File: src/rtl/uart_tx_controller.sv
// uart_tx_controller: round-robin two-producer UART TX sequencer driving the shift/bit-time datapath.
module uart_tx_controller #(
  parameter int FRAME_BITS = 10,
  parameter int GAP_BITS   = 0,
  parameter int CNT_W      = 4
) (
  input  logic       clk,
  input  logic       reset_b,
  input  logic       req0_valid,
  input  logic [7:0] req0_data,
  output logic       req0_ready,
  input  logic       req1_valid,
  input  logic [7:0] req1_data,
  output logic       req1_ready,
  input  logic       Count_Reached,
  output logic       Data_In_sel,
  output logic [7:0] Word_To_Send,
  output logic       Counter_Reset,
  output logic [3:0] TX_Bit_sel,
  output logic       busy,
  output logic       grant_id,
  output logic       frame_done
);
  localparam logic [2:0] IDLE = 3'd0;
  localparam logic [2:0] LOAD = 3'd1;
  localparam logic [2:0] SEND = 3'd2;
  localparam logic [2:0] GAP  = 3'd3;
  localparam logic [2:0] DONE = 3'd4;
  localparam logic [CNT_W-1:0] LAST_BIT = CNT_W'(FRAME_BITS - 1);
  localparam logic [CNT_W-1:0] LAST_GAP = CNT_W'(GAP_BITS - 1);
  localparam logic [3:0] MARK = 4'(FRAME_BITS - 1);

  logic [2:0]       state_q, state_d;
  logic [CNT_W-1:0] bit_q, bit_d, gap_q, gap_d;
  logic [7:0]       word_q, word_d;
  logic             gid_q, gid_d;
  logic             pick1, accept;

  // On a tie the requester that did not go last wins; reset_b gating keeps ready low while in reset.
  assign pick1  = req1_valid & (~req0_valid | ~gid_q);
  assign accept = (state_q == IDLE) & (req0_valid | req1_valid) & reset_b;

  always_comb begin
    state_d = state_q;
    bit_d   = bit_q;
    gap_d   = gap_q;
    word_d  = word_q;
    gid_d   = gid_q;
    if (accept) begin
      state_d = LOAD;
      word_d  = pick1 ? req1_data : req0_data;
      gid_d   = pick1;
    end
    if (state_q == LOAD) begin
      state_d = SEND;
      bit_d   = '0;
    end
    if (state_q == SEND && Count_Reached) begin
      state_d = (bit_q == LAST_BIT) ? ((GAP_BITS > 0) ? GAP : DONE) : SEND;
      bit_d   = (bit_q == LAST_BIT) ? bit_q : bit_q + CNT_W'(1);
      gap_d   = '0;
    end
    if (state_q == GAP && Count_Reached) begin
      state_d = (gap_q == LAST_GAP) ? DONE : GAP;
      gap_d   = gap_q + CNT_W'(1);
    end
    if (state_q == DONE) state_d = IDLE;
  end

  always_ff @(posedge clk or negedge reset_b) begin
    if (!reset_b) begin
      state_q <= IDLE;
      bit_q   <= '0;
      gap_q   <= '0;
      word_q  <= 8'h00;
      gid_q   <= 1'b1;
    end else begin
      state_q <= state_d;
      bit_q   <= bit_d;
      gap_q   <= gap_d;
      word_q  <= word_d;
      gid_q   <= gid_d;
    end
  end

  assign req0_ready    = accept & ~pick1;
  assign req1_ready    = accept & pick1;
  assign Data_In_sel   = state_q == LOAD;
  assign Counter_Reset = !(state_q == SEND || state_q == GAP);
  assign TX_Bit_sel    = (state_q == SEND) ? 4'(bit_q) : MARK;
  assign Word_To_Send  = word_q;
  assign busy          = state_q != IDLE;
  assign grant_id      = gid_q;
  assign frame_done    = state_q == DONE;
endmodule

File: config.mk
export PLATFORM = sky130hd
export DESIGN_NAME = uart_tx_controller
export DESIGN_NICKNAME = d
export VERILOG_FILES = /design/src/rtl/uart_tx_controller.sv
export SDC_FILE = /design/constraint.sdc
export NUM_CORES = 1
export LEC_CHECK = 0
export BUFFER_PORTS_ARGS = -buffer_cell sky130_fd_sc_hd__buf_2
export CORE_MARGIN = 1.5
export CORE_UTILIZATION = 52
export CTS_CLUSTER_DIAMETER = 200
export DETAILED_ROUTE_END_ITERATION = 10
export GPL_ROUTABILITY_DRIVEN = 0
export PLACE_DENSITY = 0.95
export SYNTH_ARGS = -nofsm -noshare
export SYNTH_HDL_FRONTEND = slang
export SYNTH_SLANG_ARGS = --single-unit
File: constraint.sdc
create_clock -name clk -period 3 [get_ports clk]
set_input_delay 0.15 -clock clk [delete_from_list [all_inputs] [get_ports clk]]
set_output_delay 0.15 -clock clk [all_outputs]
set_load 0.1 [all_outputs]
==> metrics.yaml, run 1 <==
drt-initial-drc-count: 22
syn-cell-area_sq_mm: 0.00113
core.rowCount: 16
ys.flop_type: "dfrtp_1"
ios: 40
critPathKind: "in -> out"
fillCellCount: 157
worstSetupStartpointType: "primary input"
clock-sinks: 20
die_w_um: 49.6
grt_max_degree: 23
synth_cell_types: 36
cts-buffers-inserted: 3
initial_core_util: 0.565
port_buffers: 39
grt_remaining_overflow: 0
multi_input_area_sq_um: 597
antenna_found_initial: 0
via_per_inst: 5.92
synth-seq-cells: 20
routed_wl_mm: 2.44
dpl.hpwl_mm: 1.82
status: "completed"
syn_avg_cell_area_sq_um: 10.1
cp_max_fo: 22
grt_usage: 0.206
postRouteAntennaNets: 0
cts_setup_buffers: 0
max_stage_delay_ns: 0.52
clk_latency_ns: 0.32
holdBufCountCts: 1
clock-root-buffer: "clkbuf_4"
setup_viol_count_final: 0
totalNegativeSetupSlack_ns: 0
antenna_cells: 0
cts-resized-gates: 0
required_ns: 2.85
hold_viol: 0
clk_pin_slew_ns: 0.12
end_kind: "output port"
grt_pass1_wl_mm: 3.90
h-tree-depth: 1
clock_path_buffers: 2
hold_path.class: "in -> reg"
clock_skew_ns: 0.0153
seqCellArea_sq_um: 502
crit_top_cell: "buf_2"
rsz0062_at_grt: "false"
fin_crit_ns: 2.35
cp.arrival_ns: 2.20
period_share: 0.783
seq_area_frac_synth: 0.444
die-area_sq_mm: 0.00246
design.core.area_sq_mm: 0.00200
dr.pass1.iters: 4
maxSlewViolCount: 0
cts_tree: "done"
relSlewSlack: 0.602
synth-edff-count: 0
nets: 175
path_cells: "dlygate4sd3_1 -> buf_2 -> nor4b_2 -> and3_1 -> buf_2"
syn-instance-count: 112
layout-area-overhead-vs-synth_pct: 23.9
async_flop_share: 1.00
grt_pass1_vias: 912
wl_per_cell_um: 13.8
dr_total_vias: 1047
max_freq_mhz: 426
syn_nets: 136
drive_gt1_frac: 0.320
die_h_um: 49.6
drv_cap: 0
cpMaxStageDelayCell: "dlygate4sd3_1"
ys_warn_count: 0
worst_pin_slew_ns: 0.598
drc_errors: 0
==> cell usage after synthesis, drive strengths merged (2+ instances only) <==
cell type / number / area [sq um]
a211oi: 2 / 15.0
a21oi: 2 / 10.0
a32oi: 8 / 70.1
and2: 3 / 18.8
and3: 2 / 12.5
buf: 3 / 15.0
clkbuf: 3 / 11.3
dfrtp: 19 / 475
ha: 3 / 37.5
inv: 3 / 11.3
mux2i: 2 / 20.0
nand2: 9 / 33.8
nand2b: 6 / 37.5
nand3: 6 / 30.0
nand3b: 3 / 35.0
nand4: 2 / 12.5
nor2: 4 / 15.0
nor3: 2 / 10.0
o21ai: 5 / 28.8
o2bb2ai: 9 / 78.8
or3: 3 / 18.8
==> flip-flops by register name, summed over array words and instances (netlist names) <==
register	count
grant_id	1
state_q	3
bit_q	4
gap_q	4
Word_To_Send	8
==> metal layers <==
layer  wire length (um)  global-route usage  vias up
met5                  0                   0        -
met4                 34              0.0833        0
li1                   -                   -      512
met1               1020               0.233      490
met2               1180               0.360       41
met3                197              0.0606        4
==> cell type report <==
class | count | area share
tap | 27 | 0.0241
sequential | 20 | 0.358
timing repair buffer | 40 | 0.146
multi-input combinational | 83 | 0.426
clock buffer | 3 | 0.0161
inverter | 3 | 0.00804
clock inverter | 1 | 0.0214
==> stage by stage <==
step	instance area (sq um)	std cells	util	hold slack (ns)	worst slack [ns]
2_1_floorplan	1140	112	-	-0.146	0.183
3_3_place_gp	1340	172	0.669	0.119	1.14
3_5_place_dp	1340	172	0.669	0.128	1.09
4_1_cts	1400	177	0.700	0.106	0.631
5_1_grt	1400	177	0.700	0.101	0.479
6_report	1400	177	0.700	0.0984	0.650
==> logic make-up after synthesis <==
family / Yosys count / synth area share
simple gates: 45 / 0.241
compound gates: 33 / 0.231
flops: 20 / 0.444
mux: 2 / 0.0177
buf+inv: 9 / 0.0332
fa+ha+maj: 3 / 0.0332
==> placed cells by master (no fill, tap or decap), drive strengths merged <==
cell	synthesis	layout
bufinv	0	1
nand4b	1	1
nand3	6	6
nor2	4	4
nand3b	3	3
or4b	1	1
or3b	1	1
nand2	9	9
nor2b	1	1
buf	3	39
nand2b	6	6
a31oi	1	1
ha	3	3
a21boi	1	1
dfrtp	19	19
a221o	1	1
nand4	2	2
o211ai	1	1
inv	3	3
a311o	1	1
o21ai	5	5
a32oi	8	8
nor3	2	2
mux2i	2	2
nor4b	1	1
clkbuf	3	3
and3	2	2
and2	3	3
a41oi	1	1
a21oi	2	2
a22o	1	1
or3	3	3
dfstp	1	1
dlygate4sd3	0	1
o2bb2ai	9	9
a211oi	2	2
==> final timing paths <==
path | start | endpoint | slack, ns | depth (start not counted)
min reg2reg | Word_To_Send[3]$_DFFE_PN0P_ | Word_To_Send[3]$_DFFE_PN0P_ | 0.50 | 1
max | reset_b | req0_ready | 0.65 | 5
max in group asynchronous | reset_b | grant_id$_DFFE_PN1P_ | 2.37 | 2
min in group asynchronous | reset_b | gap_q[0]$_DFFE_PN0P_ | 0.29 | 2
min | req1_data[7] | Word_To_Send[7]$_DFFE_PN0P_ | 0.1 | 3
max reg2reg | state_q[0]$_DFFE_PN0P_ | Word_To_Send[0]$_DFFE_PN0P_ | 1.27 | 3
==> worst max-delay path: cells and delay by family <==
kind	cells	cell delay, ns
buffers and inverters	3	1.33
AND/OR/NAND/NOR	2	0.72
Power of run 1 is left out: the tool's default activity adds up to more than one toggle a clock period on the data nets, which glitch-free logic cannot reach.
==> inputs of run 2 (changes only) <==
- CORE_UTILIZATION: 52 -> 48
- PLACE_DENSITY: 0.95 -> 0.89
- clock period: 3 -> 2.4 ns (I/O delays scaled with it)
==> run 2 against run 1 <==
  * Sequential share of layout area barely moved
  * Sequential cell count did not move
  * Die area rose by 7.8%
  * Design area barely moved
  * Count of clock-buffer cells in the layout rose by 1
  * Highest routed layer unchanged
  * Clock skew fell by 0.014 ns
  * Worst setup slack got worse by 0.42 ns
  * Register-to-register slack got worse by 0.49 ns
  * Core utilization fell by 6.7 points
  * Worst hold slack got worse by 0.023 ns
==> metrics.yaml, run 2 (same netlist as run 1, synthesis figures left out) <==
dr_total_vias: 1072  # was 1047
maxSlewViolCount: 0  # unchanged
layout_commonest_cell: "buf_2"  # unchanged
grt_max_degree: 22  # was 23
critPathKind: "reg -> out"  # was in -> out
cts_tree: "done"  # unchanged
dr.pass1.iters: 4  # unchanged
drc_errors: 0  # unchanged
rr_worst_depth: 3  # unchanged
initial_core_util: 0.511  # was 0.565
setup_viol_count_final: 0  # unchanged
cp.arrival_ns: 2.05  # was 2.20 ns
grt_pass1_vias: 939  # was 912
layout_common_cells: "39 x buf_2, 19 x dfrtp_1, 9 x nand2_1, 9 x o2bb2ai_1, 8 x a32oi_1"  # unchanged
clock-root-buffer: "clkbuf_4"  # unchanged
port_buffers: 39  # unchanged
hp-start: "req1_data[7]"  # unchanged
clk_latency_ns: 0.30  # was 0.32 ns
clock_skew_ns: 0.00168  # was 0.0153 ns
nets: 177  # was 175
fin_worst_hold_slack_ns: 0.0757  # was 0.0984 ns
worst_pin_slew_ns: 0.609  # was 0.598 ns
status: "completed"  # unchanged
core.rowCount: 17  # was 16
drv_cap: 0  # unchanged
hold_depth: 3  # unchanged
required_ns: 2.28  # was 2.85 ns
largest_register_ffs: 8  # unchanged
r2r_start: "state_q[1]$_DFFE_PN0P_"  # was state_q[0]$_DFFE_PN0P_
clock_path_buffers: 2  # unchanged
period_share: 0.904
max_freq_mhz: 461
rsz0062_at_grt: "false"  # unchanged
drive_gt1_frac: 0.329  # was 0.320
fin_crit_ns: 2.17
clk_pin_slew_ns: 0.10  # was 0.12 ns
die_h_um: 51.5  # was 49.6 um
wl_per_cell_um: 14.4  # was 13.8 um
layout-area-overhead-vs-synth_pct: 23.8  # was 23.9%
grt_remaining_overflow: 0  # unchanged
clock-sinks: 20  # unchanged
rr_endpoint: "Word_To_Send[0]$_DFFE_PN0P_"  # unchanged
hold_path.class: "in -> reg"  # unchanged
design.core.area_sq_mm: 0.00221  # was 0.00200 sq mm
antenna_cells: 0  # unchanged
ios: 40  # unchanged
worstSetupStartpointType: "flop"  # was primary input
postRouteAntennaNets: 0  # unchanged
antenna_found_initial: 0  # unchanged
die-area_sq_mm: 0.00266  # was 0.00246 sq mm
grt_usage: 0.210  # was 0.206
final_area_sq_mm: 0.00140  # about the same
post_dp_cell_area_sq_mm: 0.00136  # was 0.00134 sq mm
dpl.hpwl_mm: 1.99  # was 1.82 mm
worstHoldEndpoint: "Word_To_Send[7]$_DFFE_PN0P_"  # unchanged
cp_max_fo: 13  # was 22
h-tree-depth: 1  # unchanged
end_kind: "output port"  # unchanged
drt-initial-drc-count: 18  # was 22
via_per_inst: 5.96  # was 5.92
hold_viol: 0  # unchanged
relSlewSlack: 0.593  # was 0.602
cts-buffers-inserted: 3  # unchanged
rrSetupSlack_ns: 0.78  # was 1.27 ns
routed_wl_mm: 2.59  # was 2.44 mm
die_w_um: 51.5  # was 49.6 um
totalNegativeSetupSlack_ns: 0  # unchanged
grt_pass1_wl_mm: 4.13  # was 3.90 mm
run 2: cell types whose count changed in the layout (fill, tap and decap cells not counted), sizes merged:
cell    before  now
buf         39   41
bufinv       1    0
clkbuf       3    4
run 2: routing by layer:
layer	vias to the layer above	part of all wire	global-route usage	wire length (um)
li1	517	-	-	-
met1	528	0.44	0.264	1140
met2	23	0.51	0.355	1330
met3	4	0.037	0.0517	96
met4	0	0.010	0.0658	27
met5	-	0	0	0
run 2: critical path, stage by stage (launching register included):
cell     delay, ns
dfrtp_1       0.55
nor4b_2       0.54
and3_1        0.23
buf_2         0.42
run 2: worst max-delay path by stage:
stage	from	to	slack (ns)	cells past startpoint
2_1_floorplan	grant_id$_DFFE_PN1P_	req0_ready	0.19	3
3_3_place_gp	state_q[1]$_DFFE_PN0P_	req0_ready	0.66	3
3_5_place_dp	state_q[1]$_DFFE_PN0P_	req0_ready	0.57	3
4_1_cts	state_q[1]$_DFFE_PN0P_	req0_ready	0.22	3
5_1_grt	state_q[1]$_DFFE_PN0P_	req0_ready	0.10	3
6_report	state_q[1]$_DFFE_PN0P_	req0_ready	0.23	3
run 2: cell type report:
class                           instances  area, sq um
Inverter                                3         11.3
Multi-Input combinational cell         83          606
Fill cell                             190          812
Tap cell                               28         35.0
Sequential cell                        20          502
Clock buffer                            4         26.3
Timing Repair Buffer                   42          220
run 2: timing repair:
action	4_1_cts	5_1_grt
hold buffers	1	0
buffers inserted	0	0
gates resized for setup	0	0
hold endpoints to repair	19	0
run 2: per-stage QoR:
stage / worst slack, ns / utilization / cells
final: 0.231 / 0.633 / 180
after global routing: 0.101 / 0.633 / 180
after CTS: 0.222 / 0.633 / 180
after detailed placement: 0.571 / 0.617 / 175
after global placement: 0.661 / 0.617 / 175
after floorplan: 0.194 / - / 112
Power of run 2 is left out for the same reason.
